## src/rtl/alu_shift_seq.sv

```systemverilog
// alu_shift_seq: iterative SLL/SRL/SRA sequencer, at most STEP bits per cycle.
// ALU_SHIFT_SEQ_ZERO_BYPASS_EN: zero-amount requests skip the SHIFT state.
module alu_shift_seq #(
    parameter int XLEN = 32,
    parameter int STEP = 1
) (
    input  logic                    i_clk,
    input  logic                    i_rst_n,
    input  logic                    i_valid,
    output logic                    o_ready,
    input  logic [XLEN-1:0]         i_data,
    input  logic [$clog2(XLEN)-1:0] i_shamt,
    input  logic [1:0]              i_op,
    output logic                    o_valid,
    input  logic                    i_ready,
    output logic [XLEN-1:0]         o_result,
    output logic                    o_busy
);
    localparam int SW = $clog2(XLEN);
    typedef enum logic [1:0] {IDLE, SHIFT, DONE} state_t;
    state_t state, state_nx;
    logic [XLEN-1:0] work, work_nx, shl, shr, sra;
    logic [SW-1:0] rem, rem_nx, step;
    logic [1:0] op, op_nx;
    always_ff @(posedge i_clk or negedge i_rst_n) begin
        if (!i_rst_n) begin
            state <= IDLE;
            work  <= '0;
            rem   <= '0;
            op    <= '0;
        end else begin
            state <= state_nx;
            work  <= work_nx;
            rem   <= rem_nx;
            op    <= op_nx;
        end
    end
    // SRA keeps the sign bit in place, so the working MSB is the captured sign
    assign step = (rem < SW'(STEP)) ? rem : SW'(STEP);
    assign shl  = work << step;
    assign shr  = work >> step;
    assign sra  = $signed(work) >>> step;
    always_comb begin
        state_nx = state;
        work_nx  = work;
        rem_nx   = rem;
        op_nx    = op;
        case (state)
            IDLE: if (i_valid) begin
                work_nx  = i_data;
                rem_nx   = i_shamt;
                op_nx    = i_op;
                state_nx = SHIFT;
`ifdef ALU_SHIFT_SEQ_ZERO_BYPASS_EN
                if (i_shamt == '0) state_nx = DONE;
`endif
            end
            SHIFT: begin
                rem_nx   = rem - step;
                work_nx  = (op == 2'b00) ? shl : (op == 2'b01) ? shr : (op == 2'b10) ? sra : work;
                state_nx = (rem == step) ? DONE : SHIFT;
            end
            DONE: if (i_ready) state_nx = IDLE;
            default: state_nx = IDLE;
        endcase
    end
    assign o_ready  = (state == IDLE);
    assign o_valid  = (state == DONE);
    assign o_busy   = (state != IDLE);
    assign o_result = work;
endmodule
```

## config.mk

```make
export PLATFORM = sky130hd
export DESIGN_NAME = alu_shift_seq
export DESIGN_NICKNAME = d
export VERILOG_FILES = /design/src/rtl/alu_shift_seq.sv
export SDC_FILE = /design/constraint.sdc
export NUM_CORES = 1
export LEC_CHECK = 0
export CAP_MARGIN = 30
export CELL_PAD_IN_SITES_DETAIL_PLACEMENT = 2
export CELL_PAD_IN_SITES_GLOBAL_PLACEMENT = 2
export CORE_MARGIN = 4
export CORE_UTILIZATION = 28
export DETAILED_ROUTE_END_ITERATION = 10
export PLACE_DENSITY = 0.76
export SYNTH_ARGS = -nofsm -noshare
export SYNTH_HDL_FRONTEND = slang
export SYNTH_SLANG_ARGS = --single-unit
```

## constraint.sdc

```tcl
create_clock -name i_clk -period 2.5 [get_ports i_clk]
set_input_delay 0.5 -clock i_clk [delete_from_list [all_inputs] [get_ports i_clk]]
set_output_delay 0.5 -clock i_clk [all_outputs]
set_load 0.03 [all_outputs]
```

==> impl_metrics.tcl, run 1 <==
set metrics [dict create \
    status "completed" \
    grt_pass1_wl_um 12700 \
    synth-edff-count 0 \
    drive_gt1_frac 0.0912 \
    cts_hold_buf 0 \
    fp.dieArea_sq_um 10400 \
    critPathTopFamily "buffers and inverters" \
    dr.pass1.iters 4 \
    cp-start-kind "flip-flop" \
    dpl.hpwl_um 5610 \
    crit_buf_inv 2 \
    wire_per_inst_um 18.5 \
    grt-busiest-layer "met2" \
    maxCapViolCount 0 \
    die_h_um 102 \
    period_minus_slack_ns 2.37 \
    power_mw 5.23 \
    skew_ns 0.00322 \
    rsz0062_at_grt "no" \
    synth-main-ff-cell "dfrtp_1" \
    syn-instance-count 247 \
    placed_area_sq_um 3340 \
    met2_usage 0.268 \
    cts_tree "yes" \
    root_buffer "clkbuf_8" \
    wirelength_um 7890 \
    cts_max_level 2 \
    r2r-start "rem[3]" \
    cpMaxStageDelayCell "clkdlybuf4s50_1" \
    io_pins 78 \
    final_util 0.400 \
    crit_chain "clkinvlp_4, nor2_1, clkdlybuf4s50_1" \
    worst_pin_slew_ns 0.819 \
    clkTransAtPathRegs_ns 0.08 \
    dpl_worst_slack_ns 0.304 \
    fin_setup_tns_ns 0 \
    vias 2271 \
    final_cell_mix "clkdlybuf4s50_1, dfrtp_1, nand2_1, o31ai_1, a22o_1" \
    cp.arrival_ns 1.87 \
    final_max_slew_viol_count 0 \
    max_stage_delay_ns 0.68 \
    critical_path_class "reg2out" \
    final_common_cell "clkdlybuf4s50_1" \
    grt_max_degree 65 \
    die_w_um 102 \
    drc 0 \
    period_share 0.950 \
    cts_buffer_depth 2 \
    final_area_sq_um 3450 \
    setup_ws_ns 0.126 \
    first_iter_violations 61 \
    port_buffers 77 \
    hold_slack_ns 0.149 \
    syn-cell-area_sq_um 2470 \
    end_kind "output pin" \
    ys_async_sr_fraction 1.00 \
    p_leak_nw 1.42 \
    setup_violations 0 \
    irDropWorstVdd_v 0.000554 \
    area_delta_synth_final_pct 39.7 \
    dp.cells 418 \
    grt.met3_usage 0.0334 \
    hp-class "in2async" \
    via_per_inst 5.33 \
    rows 34 \
    synth_warnings 0 \
    initial_utilization 0.286 \
    powerDensity_nw_per_um2 1510 \
    n_antenna_cell 0 \
    synth_cell_types 34 \
    ant_nets 0 \
    crit_fanout 9 \
    synth-seq-cells 41 \
    grt_pass1_vias 2474 \
    ys_seq_area_frac 0.415 \
    antenna_found_initial 0 \
    cp-startpoint "state[1]" \
    nNetsFinal 364 \
    clk_latency_ns 0.30 \
    clkSinkCount 41 \
    track_usage 0.154 \
    grt_util_met1 0.200 \
    hold_violations 0 \
    globalRouteOverflowTotal 0 \
    synth_nets 294 \
    core-area_sq_um 8640 \
    fmax_mhz 421 \
    numCtsBuffers 5 \
    crit_required_ns 2.00 \
    final_cells 426 \
    gp_congestion 0.783 \
    slew_headroom 0.452 \
    syn_avg_cell_area_sq_um 10.0 \
]
Yosys cell counts, types with 2 or more instances:
master | count | share of area
o22ai_1 | 5 | 0.013
buf_2 | 7 | 0.014
nand2_1 | 32 | 0.049
nor2_1 | 6 | 0.0091
ha_1 | 4 | 0.020
nand4_1 | 2 | 0.0051
buf_6 | 3 | 0.014
o31ai_1 | 32 | 0.097
nand3_1 | 4 | 0.0081
a22o_1 | 31 | 0.11
mux2i_1 | 30 | 0.12
o21ai_0 | 2 | 0.0040
nand2b_1 | 3 | 0.0076
o211ai_1 | 2 | 0.0061
a21oi_1 | 4 | 0.0081
mux2_2 | 2 | 0.0091
o22a_1 | 4 | 0.014
inv_1 | 7 | 0.011
clkbuf_1 | 12 | 0.018
dfrtp_1 | 41 | 0.41
path summary, 6_finish.rpt:
path                                end  slack [ns]  cells past startpoint
hold reg to reg                   op[1]        0.53                      1
hold / removal                 state[1]        0.15                      1
min in group i_clk                op[1]        0.53                      1
max in group asynchronous  o_result[12]        1.79                      2
setup / recovery                o_valid        0.13                      3
setup reg to reg           o_result[23]        0.31                      4
area by class of cell:
class | instances | area (sq um)
Multi-Input combinational cell | 175 | 1310
Fill cell | 941 | 5180
Clock inverter | 3 | 46.3
Timing Repair Buffer | 86 | 833
Sequential cell | 41 | 1030
Clock buffer | 5 | 68.8
Inverter | 8 | 33.8
Tap cell | 108 | 135
timing repair:
action	CTS	global route
endpoints found under the setup margin	0	1
endpoints found under the hold margin	0	0
gates resized for setup	0	1
setup buffers	0	0
flip-flops by register name (all words and copies together), names as in the netlist:
name / count
state: 2
op: 2
rem: 5
o_result: 32
power breakdown:
part           leakage (nW)  internal [mW]  switching (mW)
combinational         0.847           1.47            1.88
sequential            0.519          0.969           0.355
clock                0.0543          0.299           0.250
kinds of logic after synthesis:
kind of cell | share of synthesized area
adders and majority gates | 0.0202
AOI/OAI and AO/OA | 0.279
and+or+nand+nor | 0.0956
DFF | 0.415
buffers and inverters | 0.0597
muxes | 0.131
layer usage:
layer  routed length, um  up-vias
met1                3580     1144
met2                3840       56
met5                   0        -
met3                 431        4
met4                  43        0
li1                    -     1067
Note: power is estimated with default switching activity, not from simulation.
==> inputs of run 2 (changes only) <==
Settings changed: RECOVER_POWER from default to 100.
==> impl_metrics.tcl, run 2 (synthesis results as in run 1) <==
set metrics [dict create \
    status "completed" \
    pwr-share-seq 0.255 \
    cts_hold_buf 0 \
    maxCapViolCount 0 \
    crit_fanout 9 \
    cp-start-kind "flip-flop" \
    cts_buffer_depth 2 \
    p_comb_frac 0.637 \
    dr.pass1.iters 4 \
    port_buffers 77 \
    p_sw_mw 2.47 \
    fp.dieArea_sq_um 10400 \
    grt_pass1_wl_um 12700 \
    final_max_slew_viol_count 0 \
    rows 34 \
    root_buffer "clkbuf_8" \
    final_area_sq_um 3430 \
    dpl.hpwl_um 5610 \
    clockPowerShare 0.108 \
    clkSinkCount 41 \
    gp_congestion 0.783 \
    setup_violations 0 \
    grt_pass1_vias 2474 \
    hp-class "in2async" \
    via_per_inst 5.38 \
    powerDensity_nw_per_um2 1500 \
    skew_ns 0.00515 \
    p_int_mw 2.65 \
    core-area_sq_um 8640 \
    clkTransAtPathRegs_ns 0.09 \
    rsz0062_at_grt "no" \
    fillers 944 \
    fin_setup_tns_ns 0 \
    die_w_um 102 \
    multiInputGateArea_sq_um 1300 \
    largest_reg_flops 32 \
    vias 2292 \
    grt_max_degree 65 \
    period_minus_slack_ns 2.39 \
    period_share 0.954 \
    slew_headroom 0.211 \
    clk_latency_ns 0.30 \
    worst_pin_slew_ns 1.18 \
    track_usage 0.154 \
    hold_slack_ns 0.409 \
    end_kind "output pin" \
    hold_violations 0 \
    critical_path_class "reg2out" \
    final_cell_mix "clkdlybuf4s50_1, dfrtp_1, dlygate4sd3_1" \
    io_pins 78 \
    antenna_found_initial 0 \
    drive_gt1_frac 0.0723 \
    wirelength_um 7910 \
    p_leak_nw 1.46 \
    irDropWorstVdd_v 0.000550 \
    cts_tree "yes" \
    drc 0 \
    nNetsFinal 364 \
    cts_max_level 2 \
    die_h_um 102 \
    fmax_mhz 419 \
    swShare 0.482 \
    area_delta_synth_final_pct 38.7 \
    placed_area_sq_um 3340 \
    n_antenna_cell 0 \
    seq_area_sq_um 1030 \
    crit_required_ns 2.00 \
    globalRouteOverflowTotal 0 \
    initial_utilization 0.286 \
    ant_nets 0 \
    first_iter_violations 53 \
    numCtsBuffers 5 \
    wire_per_inst_um 18.6 \
    cp.arrival_ns 1.89 \
]
run 2: cell count changes in the layout (fill, tap and decap cells not counted), sizes merged:
cell and delta:
clkdlybuf4s50 -35, dlygate4sd3 +35, buf -4, clkbuf +4
run 2: routing by layer:
metal  track usage  vias up  part of all wire
met1         0.200     1167              0.45
met3        0.0334        4             0.049
met5             0        -                 0
met2         0.268       52              0.49
li1              -     1069                 -
met4        0.0242        0            0.0054
run 2: stage by stage:
stage               setup slack [ns]  std cells  total power [mW]  utilization
global placement               0.360        418              4.60        0.386
finish                         0.114        426              5.13        0.397
global route                  0.0229        426              5.54        0.397
CTS                           0.0536        426              5.32        0.400
floorplan                      0.741        247              3.71            -
detailed placement             0.304        418              4.74        0.386
run 2: what timing repair did:
| action | 4_1_cts | 5_1_grt |
|---|---|---|
| setup endpoints to repair | 0 | 1 |
| buffers inserted | 0 | 0 |
| resized for setup | 0 | 1 |
run 2: final timing paths:
path,startpoint,to,slack [ns],cells after the start
worst max-delay path,state[1],o_valid,0.11,3
worst min-delay path,i_rst_n,state[1],0.41,1
worst max register to register,rem[2],o_result[23],0.20,4
worst min register to register,op[1],op[1],0.53,1
max in group asynchronous,i_rst_n,o_result[27],0.94,2
min in group i_clk,op[1],op[1],0.53,1
run 2: worst max-delay path, cell delays in order, from the launching register on:
cell and delay [ns]:
dfrtp_1 0.50, clkinvlp_4 0.26, nor2_1 0.14, clkdlybuf4s50_1 0.68
run 2: power by group through the flow:
stage | Sequential [mW] | Combinational (mW) | Clock (mW)
finish | 1.31 | 3.27 | 0.552
global route | 1.38 | 3.57 | 0.597
CTS | 1.33 | 3.42 | 0.575
detailed placement | 1.34 | 3.40 | 0
global placement | 1.33 | 3.27 | 0
floorplan | 1.59 | 2.11 | 0
run 2: cell type report:
type | count | share of cell area
Clock inverter | 3 | 0.0135
Tap cell | 108 | 0.0394
Timing Repair Buffer | 86 | 0.239
Clock buffer | 5 | 0.0201
Multi-Input combinational cell | 175 | 0.379
Inverter | 8 | 0.00985
Sequential cell | 41 | 0.299
==> inputs of run 3 (changes only) <==
Settings changed: PLACE_DENSITY 0.76 to 0.81.
==> impl_metrics.tcl, run 3 (synthesis results as in run 1) <==
set metrics [dict create \
    dr.pass1.iters 4 \
    clkSinkCount 41 \
    cts_buffer_depth 2 \
    numCtsBuffers 5 \
    post_cts_resize_count 0 \
    root_buffer "clkbuf_8" \
    clkTransAtPathRegs_ns 0.08 \
    antenna_found_initial 0 \
    period_minus_slack_ns 2.29 \
    wire_per_inst_um 19.1 \
    vias 2273 \
    clockPowerShare 0.110 \
    maxCapViolCount 0 \
    fmax_mhz 437 \
    fillers 936 \
    grt_pass1_vias 2570 \
    grt_max_degree 41 \
    grt_pass1_wl_um 13500 \
    area_delta_synth_final_pct 39.9 \
    rr_worst_depth 4 \
    final_cell_mix "dfrtp_1, clkdlybuf4s50_1, dlygate4sd3_1" \
    end_kind "flip-flop" \
    wirelength_um 8150 \
    die_h_um 102 \
    hp-class "in2async" \
    core-area_sq_um 8640 \
    final_common_cell "dfrtp_1" \
    multiInputGateArea_sq_um 1310 \
    worst_pin_slew_ns 0.952 \
    cts_max_level 2 \
    fp.dieArea_sq_um 10400 \
    final_max_slew_viol_count 0 \
    cts_tree "yes" \
    dp.cells 418 \
    p_leak_nw 1.50 \
    critical_path_class "reg2reg" \
    slew_headroom 0.365 \
    ant_nets 0 \
    initial_utilization 0.286 \
    skew_ns 0.00512 \
    rows 34 \
    first_iter_violations 55 \
    gp_congestion 0.788 \
    rsz0062_at_grt "no" \
    crit_fanout 31 \
    clk_latency_ns 0.30 \
    swShare 0.481 \
    n_antenna_cell 0 \
    pwr-share-seq 0.249 \
    final_cells 426 \
    port_buffers 77 \
    largest_reg_flops 32 \
    nNetsFinal 364 \
    drc 0 \
    p_sw_mw 2.52 \
    r2r_setup_slack_ns 0.21 \
    via_per_inst 5.34 \
    seq_area_sq_um 1030 \
    dpl.hpwl_um 5740 \
    post_cts_buffers 0 \
    io_pins 78 \
    drive_gt1_frac 0.0818 \
    track_usage 0.163 \
    period_share 0.916 \
    fin_setup_tns_ns 0 \
    crit_required_ns 2.73 \
    cp.arrival_ns 2.52 \
    p_comb_frac 0.641 \
    p_int_mw 2.73 \
    irDropWorstVdd_v 0.000551 \
    die_w_um 102 \
    setup_violations 0 \
    cp-start-kind "flip-flop" \
    globalRouteOverflowTotal 0 \
    status "completed" \
    hold_violations 0 \
    cts_hold_buf 0 \
    powerDensity_nw_per_um2 1520 \
]
[run 3: stage by stage]
stage / hold slack [ns] / cell area [sq um] / power, mW / utilization / setup WS, ns
CTS: 0.123 / 3470 / 5.43 / 0.402 / 0.0124
global route: 0.393 / 3460 / 5.66 / 0.400 / 0.0708
detailed placement: 0.450 / 3350 / 4.83 / 0.388 / 0.255
floorplan: 0.204 / 2470 / 3.71 / - / 0.741
global placement: 0.444 / 3350 / 4.64 / 0.388 / 0.352
finish: 0.319 / 3460 / 5.25 / 0.400 / 0.211
[run 3: path summary, 6_finish.rpt]
check / to / from
max in group asynchronous: o_result[15] / i_rst_n
hold reg to reg: op[1] / op[1]
min in group i_clk: op[1] / op[1]
setup / recovery: o_result[13] / rem[2]
setup reg to reg: o_result[13] / rem[2]
hold / removal: state[1] / i_rst_n
[run 3: layout make-up]
| cell class | instances | area share |
|---|---|---|
| multi-input cells | 175 | 0.378 |
| well taps | 108 | 0.0391 |
| repair buffers | 86 | 0.242 |
| clock buffers | 6 | 0.0239 |
| flip-flops and latches | 41 | 0.297 |
| inverters | 8 | 0.00904 |
| clock inverters | 2 | 0.0109 |
[run 3: power groups by stage]
stage          clock, mW  combinational [mW]  sequential, mW
2_1_floorplan          0                2.11            1.59
3_3_place_gp           0                3.32            1.31
3_5_place_dp           0                3.49            1.34
4_1_cts            0.592                3.51            1.33
5_1_grt            0.621                3.68            1.36
6_report           0.579                3.36            1.31
[run 3: critical path: stages, from the launching register on]
cell and delay, ns:
dfrtp_1 0.46, or4_1 0.60, nand2b_4 0.19, o21ai_4 0.69, a22o_1 0.27
[run 3: metal layers]
metal / GRT usage / vias to the layer above / share of wire
met5: 0 / - / 0
met4: 0.0313 / 0 / 0.0096
met3: 0.0280 / 7 / 0.044
met2: 0.285 / 49 / 0.50
met1: 0.214 / 1149 / 0.45
li1: - / 1068 / -
